### src/rtl/div_if.sv
// Divider handshake bundle between the execute stage (master) and div_unit (slave).
interface div_if #(
    parameter int WIDTH = 32
);
    logic               start;
    logic               signed_div;
    logic               cancel;
    logic [WIDTH-1:0]   a;
    logic [WIDTH-1:0]   b;
    logic               div_stall;
    logic               ready;
    logic [2*WIDTH-1:0] result;

    modport master (
        output start, signed_div, cancel, a, b,
        input  div_stall, ready, result
    );

    modport slave (
        input  start, signed_div, cancel, a, b,
        output div_stall, ready, result
    );
endinterface

### src/rtl/div_unit.sv
// Iterative radix-2 restoring divider for DIV/DIVU producing {HI=remainder, LO=quotient}.
// Optional macro DIV_EARLY_OUT_EN: finish in one cycle when |a| < |b|.
module div_unit #(
    parameter int WIDTH = 32
) (
    input  logic  clk,
    input  logic  resetn,
    div_if.slave  bus
);
    localparam int CW = $clog2(WIDTH) + 1;

    typedef enum logic [1:0] {IDLE, BUSY, DONE} state_t;

    state_t             state;
    state_t             state_next;
    logic [CW-1:0]      count;
    logic [WIDTH-1:0]   rem;
    logic [WIDTH-1:0]   quo;
    logic [WIDTH-1:0]   divisor;
    logic               neg_q;
    logic               neg_r;
    logic [2*WIDTH-1:0] result;

    logic [WIDTH-1:0]   abs_a;
    logic [WIDTH-1:0]   abs_b;
    logic               accept;
    logic               b_zero;
    logic [WIDTH:0]     rem_shift;
    logic [WIDTH:0]     rem_diff;
    logic               fits;
    logic [WIDTH-1:0]   rem_step;
    logic [WIDTH-1:0]   quo_step;
    logic [WIDTH-1:0]   q_fix;
    logic [WIDTH-1:0]   r_fix;

    assign abs_a  = (bus.signed_div && bus.a[WIDTH-1]) ? -bus.a : bus.a;
    assign abs_b  = (bus.signed_div && bus.b[WIDTH-1]) ? -bus.b : bus.b;
    assign accept = (state == IDLE) && bus.start && !bus.cancel;
    assign b_zero = (bus.b == '0);

    // The shifted partial remainder needs one extra bit: it can exceed 2^WIDTH-1
    // when the divisor magnitude is above 2^(WIDTH-1).
    assign rem_shift = {rem, quo[WIDTH-1]};
    assign rem_diff  = rem_shift - {1'b0, divisor};
    assign fits      = (rem_shift >= {1'b0, divisor});
    assign rem_step  = fits ? rem_diff[WIDTH-1:0] : rem_shift[WIDTH-1:0];
    assign quo_step  = {quo[WIDTH-2:0], fits};
    assign q_fix     = neg_q ? -quo_step : quo_step;
    assign r_fix     = neg_r ? -rem_step : rem_step;

    always_comb begin
        state_next = state;
        case (state)
            IDLE: begin
                if (accept) begin
                    if (b_zero) begin
                        state_next = DONE;
                    end
`ifdef DIV_EARLY_OUT_EN
                    else if (abs_a < abs_b) begin
                        state_next = DONE;
                    end
`endif
                    else begin
                        state_next = BUSY;
                    end
                end
            end
            BUSY: begin
                if (bus.cancel) begin
                    state_next = IDLE;
                end else if (count == CW'(1)) begin
                    state_next = DONE;
                end
            end
            DONE:    state_next = IDLE;
            default: state_next = IDLE;
        endcase
    end

    always_ff @(posedge clk) begin
        if (!resetn) begin
            state <= IDLE;
        end else begin
            state <= state_next;
        end
    end

    always_ff @(posedge clk) begin
        if (!resetn) begin
            count   <= '0;
            rem     <= '0;
            quo     <= '0;
            divisor <= '0;
            neg_q   <= 1'b0;
            neg_r   <= 1'b0;
            result  <= '0;
        end else begin
            if (accept) begin
                count   <= CW'(WIDTH);
                rem     <= '0;
                quo     <= abs_a;
                divisor <= abs_b;
                neg_q   <= bus.signed_div && (bus.a[WIDTH-1] ^ bus.b[WIDTH-1]);
                neg_r   <= bus.signed_div && bus.a[WIDTH-1];
                // Short-circuit results bypass sign fix-up and return the raw dividend in HI.
                if (b_zero) begin
                    result <= {bus.a, {WIDTH{1'b1}}};
                end
`ifdef DIV_EARLY_OUT_EN
                else if (abs_a < abs_b) begin
                    result <= {bus.a, {WIDTH{1'b0}}};
                end
`endif
            end else if (state == BUSY && !bus.cancel) begin
                rem   <= rem_step;
                quo   <= quo_step;
                count <= count - CW'(1);
                if (count == CW'(1)) begin
                    result <= {r_fix, q_fix};
                end
            end
        end
    end

    assign bus.div_stall = accept || (state == BUSY);
    assign bus.ready     = (state == DONE) && !bus.cancel;
    assign bus.result    = result;
endmodule

### src/flat_wrapper.sv
// flat-port wrapper written by rule: the top's interface ports become plain ports
module div_unit_flat 
#(
    parameter int WIDTH = 32
)
  (clk, resetn, bus_start, bus_signed_div, bus_cancel, bus_a, bus_b, bus_div_stall, bus_ready, bus_result);
  div_if #(.WIDTH(WIDTH)) bus_i ();
  input  logic clk;
  input  logic resetn;
  input wire logic [$bits(bus_i.start)-1:0] bus_start;
  input wire logic [$bits(bus_i.signed_div)-1:0] bus_signed_div;
  input wire logic [$bits(bus_i.cancel)-1:0] bus_cancel;
  input wire logic [$bits(bus_i.a)-1:0] bus_a;
  input wire logic [$bits(bus_i.b)-1:0] bus_b;
  output wire logic [$bits(bus_i.div_stall)-1:0] bus_div_stall;
  output wire logic [$bits(bus_i.ready)-1:0] bus_ready;
  output wire logic [$bits(bus_i.result)-1:0] bus_result;
  assign bus_i.start = bus_start;
  assign bus_i.signed_div = bus_signed_div;
  assign bus_i.cancel = bus_cancel;
  assign bus_i.a = bus_a;
  assign bus_i.b = bus_b;
  assign bus_div_stall = bus_i.div_stall;
  assign bus_ready = bus_i.ready;
  assign bus_result = bus_i.result;
  div_unit #(.WIDTH(WIDTH)) u_core (.clk(clk), .resetn(resetn), .bus(bus_i));
endmodule
### config.mk
export PLATFORM = sky130hd
export DESIGN_NAME = div_unit_flat
export DESIGN_NICKNAME = d
export VERILOG_FILES = /design/src/rtl/div_if.sv /design/src/rtl/div_unit.sv /design/src/flat_wrapper.sv
export SDC_FILE = /design/constraint.sdc
export NUM_CORES = 1
export LEC_CHECK = 0
export ABC_AREA = 1
export BUFFER_PORTS_ARGS = -buffer_cell sky130_fd_sc_hd__buf_2
export CAP_MARGIN = 20
export CORE_AREA = 2 2 252 154
export CTS_CLUSTER_SIZE = 25
export DETAILED_ROUTE_END_ITERATION = 16
export DIE_AREA = 0 0 254 156
export HOLD_SLACK_MARGIN = 0.05
export PLACE_DENSITY = 0.59
export RECOVER_POWER = 25
export SYNTH_ARGS = -nofsm -noshare
export SYNTH_HDL_FRONTEND = slang
export SYNTH_SLANG_ARGS = --single-unit
### constraint.sdc
create_clock -name clk -period 3.3 [get_ports clk]
set_input_delay 0.495 -clock clk [delete_from_list [all_inputs] [get_ports clk]]
set_output_delay 0.495 -clock clk [all_outputs]
set_load 0.02 [all_outputs]
==> results of run 1 <==
[path summary, 6_finish.rpt]
| check | from | endpoint | slack, ps | depth (start not counted) |
|---|---|---|---|---|
| worst max register to register | u_core.rem[22] | u_core.bus.result[30] | -320 | 26 |
| worst min-delay path | bus_b[0] | u_core.divisor[0] | 350 | 3 |
| worst min register to register | u_core.bus.result[31] | u_core.bus.result[31] | 470 | 2 |
| worst max-delay path | u_core.rem[22] | u_core.bus.result[30] | -320 | 26 |
[cell usage in the layout, fill, tap and decap left out, types with 31 or more instances in the layout]
cell type	instances
a21oi_1	132
buf_2	85
buf_4	297
clkbuf_1	50
dfxtp_1	143
ha_4	31
inv_1	323
inv_2	31
nand2_1	470
nand2_2	70
nand3_1	122
nor2_1	160
nor3_1	37
o211ai_1	43
o21ai_0	129
xor2_1	36
[metrics by stage]
step / setup TNS, ps / total power, W / setup slack, ps
2_1_floorplan: -156.4 / 0.004285 / -130.0
3_3_place_gp: -8009 / 0.005997 / -641.3
3_5_place_dp: -9371 / 0.005999 / -702.3
4_1_cts: -683.9 / 0.008400 / -233.6
5_1_grt: -8527 / 0.009443 / -552.3
6_report: -3742 / 0.008975 / -322.1
[kinds of logic (layout without fill, tap and decap cells)]
| family | after synthesis | in the layout |
|---|---|---|
| simple gates | 1021 | 1021 |
| buf+inv | 443 | 846 |
| other cells | 0 | 2 |
| compound gates | 418 | 418 |
| fa+ha+maj | 39 | 39 |
| flops | 170 | 170 |
| xor+xnor | 48 | 48 |
[worst max-delay path, delay by kind of cell (launching register included)]
| family | cells | cell delay (ps) |
|---|---|---|
| AOI/OAI and AO/OA | 5 | 650 |
| adders and majority gates | 2 | 370 |
| buffers and inverters | 3 | 210 |
| DFF | 1 | 420 |
| and+or+nand+nor | 16 | 1890 |
[flip-flops by register name, indices dropped and copies added (netlist names)]
signal,cells
u_core.neg_r,1
u_core.count,6
u_core.quo,32
u_core.bus.result,64
u_core.divisor,32
u_core.state,2
u_core.neg_q,1
u_core.rem,32
[power by group through the flow]
stage          Sequential, W  Clock [W]  Combinational [W]
2_1_floorplan        0.00231          0            0.00198
3_3_place_gp         0.00230          0            0.00370
3_5_place_dp         0.00230          0            0.00370
4_1_cts              0.00226    0.00224            0.00390
5_1_grt              0.00228    0.00231            0.00485
6_report             0.00226    0.00221            0.00450
[area by class of cell]
class / instances / share of cell area [%]
Multi-Input combinational cell: 1526 / 49.39
Sequential cell: 170 / 18.82
Timing Repair Buffer: 457 / 17.48
Inverter: 357 / 7.358
Tap cell: 513 / 3.512
Clock buffer: 17 / 2.327
Clock inverter: 15 / 1.088
Antenna cell: 2 / 0.02738
[what timing repair did]
action / in CTS / in global routing
gates resized for setup: 74 / 192
cloned: 0 / 0
endpoints found under the setup margin: 42 / 46
hold buffers: 0 / 0
buffers inserted: 16 / 20
pin swaps: 34 / 56
[metal layers]
layer	vias to the layer above	global-route usage, %
met2	672	36.55
li1	7736	-
met4	0	4.230
met3	31	11.16
met5	-	0
met1	7287	44.65
==> out/summary.txt, run 1 <==
Max-Cap Viols: 0
Die Width: 254 microns
First-pass GRT wire length: 85290 microns
Xor/xnor share of the synthesized area: 3.250%
Crit path top cell by count: nand2_2
Largest net degree at the start of global routing: 100
TritonCTS Buffers: 17
Final hold vios: 0
Routed vias: 15730
Layout Nets: 2637
Port Buffer Count: 134
I/O pin count: 135
Ys Warns: 0
Final count of negative-setup-slack endpoints: 27
Fraction of layout cells with a size suffix above 1: 29.27%
Vias in the first global route: 14240
Main synth FF type: dfxtp_1
Slew @ Worst Pin: 1146 ps
Simple-gate share of the synthesized area: 34.44%
Die area: 39620 sq um
Area Growth Syn to Fin: 41.30%
DR iter-0 viols: 1722
Leakage: 8.810 nW
Mux contribution to synthesized area: 0%
Avg WL per Cell: 18.79 microns
Hold crit path type: input port to register
Synth top area share: 26.31%
Type of the worst setup path: register to register
Critical Path End Type: register
Final global-route overflow total: 0
Sequential Area: 3440 sq um
Core Footprint: 37300 sq um
PwrDens: 491.0 nW/um^2
Number of flops mapped to enable cells by yosys: 0
Syn nets: 2247
Failing checks: negative setup slack
Post-synthesis cell count: 2139
Routed wl met2: 20850 microns
DR DRC count: 0
Fin area: 18280 sq um
Adder-cell share of the synthesized area: 3.830%
Crit path largest cell delay: 420 ps
Final core occ: 49.01%
Seq pwr share: 25.2%
Startpoint Class: register
Final Cycle Share: 109.8%
Worst Skew: 18.28 ps
Number of synthesized register bits: 170
Psw: 0.003857 W
CP Max Fanout: 4
Syn avg cell area: 6.048 sq um
CTS clk-pin slew, worst paths: 80 ps
Most frequent cells after synthesis: 543 x nand2_1, 349 x inv_1, 190 x nor2_1, 170 x dfxtp_1, 148 x nand3_1
Area of the multi-input gates: 9029 sq um
Total Routed Length: 57440 microns
Chip height: 156 microns
Clk sinks: 170
Synth Area in Compound Gates: 18.78%
Initial Util: 34.68%
Internal power: 0.005118 W
Largest area contributor in the netlist: dfxtp_1
Netlist cell types: 55
Fmax: 276.1 MHz
Register area share after synthesis: 26.31%
Largest family of logic cells by synthesized area: simple AND/OR/NAND/NOR gates
H-tree depth: 4
Area contributors post-synth: dfxtp_1 26%, nand2_1 16%, inv_1 10%, nand3_1 5.7%, nor2_1 5.5%
Layout Cells excl Fill: 3057
DR top layer: met4
Longest Clk Path Bufs: 2
Post-layout min period: 3622 ps
Sw Ratio: 42.97%
# fillers: 3876
Most common cell in the netlist: nand2_1
Clock power share: 24.6%
Final ANT Viol Nets: 0
Crit path required time: 3700 ps
Met3 wire length: 7528 microns
Clock root buffer: clkbuf_16
GRT Total Usage: 28.75%
Unrepaired setup endpoints after global routing: yes
Fraction of registers with async set/reset: 0%
Vias per Instance: 5.144
Routed met1 length: 28580 microns
Slew HR: 23.57%
Row count: 55
Placed cells: 2988
CP arrival: 4030 ps
Max Slew Vio Count: 0
Fin worst setup slack: -322.1 ps
Comb power frac: 50.1%
Placer Congestion: 1.005
Status: complete, but fails checks
Slowest cell on the critical path: dfxtp_1
Worst vdd ir: 414.2 uV
Clk Latency, worst-skew pair: 470 ps
Placed cell areas: 16550 sq um
Initial antenna violation count: 2
Cell area after synthesis: 12940 sq um
Fin Hold WS: 347.5 ps
Drt pass-1 iters: 5
TritonCTS clock tree: built
Post-DP HPWL: 45310 microns
No activity file was read; power rests on OpenSTA's default activity.
==> inputs of run 2 (changes only) <==
--- a/config.mk
+++ b/config.mk
@@ -15,6 +15,7 @@
 export HOLD_SLACK_MARGIN = 0.05
 export PLACE_DENSITY = 0.59
 export RECOVER_POWER = 25
+export SETUP_SLACK_MARGIN = 0.3
 export SYNTH_ARGS = -nofsm -noshare
 export SYNTH_HDL_FRONTEND = slang
 export SYNTH_SLANG_ARGS = --single-unit
==> run 2 against run 1 <==
The flow still finishes with violations (negative setup slack). Maximum frequency rose by 1.8%. Combinational power rose by 6.0%. Final area rose by 2.8%. First-iteration DRC count rose by 11%. Setup slack improved by 64 ps. Sequential cell count did not move. Sequential power barely moved. Register-to-register slack improved by 60 ps. Critical endpoint unchanged.
==> out/summary.txt, run 2 (synthesis gave the netlist of run 1 again) <==
Longest Clk Path Bufs: 2 (unchanged)
CP Max Fanout: 4 (unchanged)
Commonest cells after routing, fill and taps aside: 450 x nand2_1, 318 x inv_1, 300 x buf_4
Max Slew Vio Count: 0 (unchanged)
Fin worst setup slack: -258.2 ps (+63.87 ps)
H-tree depth: 4 (unchanged)
Max-Cap Viols: 0 (unchanged)
I/O pin count: 135 (unchanged)
Unrepaired setup endpoints after global routing: yes
Final core occ: 50.37% (+1.4 points)
Type of the worst setup path: register to register
Final global-route overflow total: 0 (unchanged)
Hold crit path type: input port to register
Final count of negative-setup-slack endpoints: 19 (-30%)
Fin area: 18790 sq um (+2.8%)
CTS clk-pin slew, worst paths: 80 ps (about the same)
TritonCTS clock tree: built
DR DRC count: 0 (unchanged)
Biggest register: u_core.bus.result
First-pass GRT wire length: 85740 microns (+0.53%)
Crit path required time: 3700 ps (about the same)
Largest register FFs: 64 (unchanged)
Final Cycle Share: 107.8% (-1.9 points)
PwrDens: 486.4 nW/um^2 (-0.93%)
Clk sinks: 170 (unchanged)
Crit path top cell by count: nand2_2
Die Width: 254 microns (unchanged)
Avg WL per Cell: 18.85 microns (+0.33%)
Layout Nets: 2653 (+0.61%)
Fraction of layout cells with a size suffix above 1: 31.98% (+2.7 points)
Largest net degree at the start of global routing: 99 (-1.0%)
Total Routed Length: 57890 microns (+0.79%)
Internal power: 0.005173 W (+1.1%)
Initial antenna violation count: 2 (unchanged)
Die area: 39620 sq um (unchanged)
Failing checks: negative setup slack
Hold Buf Count CTS: 0 (unchanged)
GRT Total Usage: 28.68% (-0.067 points)
Worst vdd ir: 429.3 uV (+3.6%)
Clock power share: 23.1% (-1.5 points)
Sw Ratio: 43.40% (+0.42 points)
Post-layout min period: 3558 ps (-63.87 ps)
ANT cells: 0 (-2)
Startpoint Class: register
Delay-heaviest family, CP: simple AND/OR/NAND/NOR gates
DR iter-0 viols: 1904 (+11%)
Slowest cell on the critical path: dfxtp_2
CP bufs+invs: 4 (+1)
Placed cell areas: 16560 sq um (about the same)
Leakage: 8.956 nW (+1.7%)
Status: complete, but fails checks
Seq pwr share: 24.8% (-0.4 points)
Chip height: 156 microns (unchanged)
Comb power frac: 52.2% (+2.1 points)
Slew @ Worst Pin: 954.4 ps (-192.0 ps)
Post-DP HPWL: 44380 microns (-2.1%)
Routed vias: 15940 (+1.3%)
Clk Latency, worst-skew pair: 460 ps (about the same)
Vias per Instance: 5.190 (+0.88%)
CP arrival: 3960 ps (-70 ps)
Most common cell after layout, fill and taps aside: nand2_1
Area Growth Syn to Fin: 45.23%
Initial Util: 34.68% (unchanged)
TritonCTS Buffers: 17 (unchanged)
Port Buffer Count: 134 (unchanged)
Critical Path End Type: register
Core Footprint: 37300 sq um (unchanged)
Crit path largest cell delay: 340 ps (-80 ps)
Worst Skew: 15.81 ps (-2.468 ps)
Fmax: 281.0 MHz (+1.8%)
Row count: 55 (unchanged)
Vias in the first global route: 14270 (+0.18%)
Slew HR: 36.37% (+13 points)
Placer Congestion: 0.9824 (-2.3%)
Final ANT Viol Nets: 0 (unchanged)
Clock root buffer: clkbuf_16
Drt pass-1 iters: 6 (+1)
Psw: 0.003966 W (+2.8%)
Final hold vios: 0 (unchanged)
==> run 2: changes by cell type in the layout (fill, tap and decap cells not counted), moves of 5 or more <==
cell / previous run / this run
nor2_4: 23 / 36
o21ai_1: 13 / 8
nand3_1: 122 / 112
nor2_1: 160 / 154
o21ai_2: 7 / 13
nand2_4: 16 / 21
buf_6: 17 / 26
nand2_2: 70 / 85
nor2_2: 26 / 19
nand3_2: 23 / 34
inv_1: 323 / 318
nand2_1: 470 / 450
==> run 2: what timing repair did <==
action | CTS | global route
pin swaps | 64 | 54
gates resized for setup | 193 | 174
endpoints found under the setup margin | 55 | 59
cloned | 1 | 3
setup buffers | 23 | 23
==> run 2: power by group through the flow <==
stage / logic, W / clock network [W] / registers [W]
floorplan: 0.00198 / 0 / 0.00231
global placement: 0.00368 / 0 / 0.00230
detailed placement: 0.00370 / 0 / 0.00230
CTS: 0.00411 / 0.00213 / 0.00226
global route: 0.00511 / 0.00222 / 0.00228
finish: 0.00477 / 0.00211 / 0.00227
==> run 2: worst min-delay path, cell delays in order <==
cell and delay, ps:
buf_2 120, inv_1 70, o21ai_0 80
==> run 2: layout make-up <==
type | instances | area [sq um]
fill | 3864 | 18510
multi-input combinational | 1526 | 9321
sequential | 170 | 3448
timing repair buffer | 473 | 3425
inverter | 357 | 1348
tap | 513 | 641.9
clock buffer | 17 | 425.4
clock inverter | 15 | 177.7
==> run 2: final timing paths <==
check	startpoint	to	slack (ps)	depth (start not counted)
hold / removal	bus_b[0]	u_core.divisor[0]	340	3
setup / recovery	u_core.divisor[19]	u_core.bus.result[30]	-260	29
setup reg to reg	u_core.divisor[19]	u_core.bus.result[30]	-260	29
hold reg to reg	u_core.bus.result[31]	u_core.bus.result[31]	460	2
==> run 2: routing by layer <==
layer	vias to the layer above	global-route usage [%]	part of all wire, %
li1	7756	-	-
met1	7467	46.19	50
met2	673	37.28	38
met3	39	7.090	11
met4	2	4.734	0.88
met5	-	0	0.022
==> run 2: per-stage QoR <==
stage,power (W),TNS (ps),setup slack [ps],instances,hold WS (ps)
4_1_cts,0.008500,-668.1,-161.5,3045,329.8
2_1_floorplan,0.004285,-156.0,-129.8,2139,434.7
5_1_grt,0.009600,-5323,-474.8,3071,361.6
3_3_place_gp,0.005979,-7657,-596.5,2989,450.8
6_report,0.009139,-1853,-258.2,3071,340.0
3_5_place_dp,0.005998,-9029,-646.4,2989,452.2
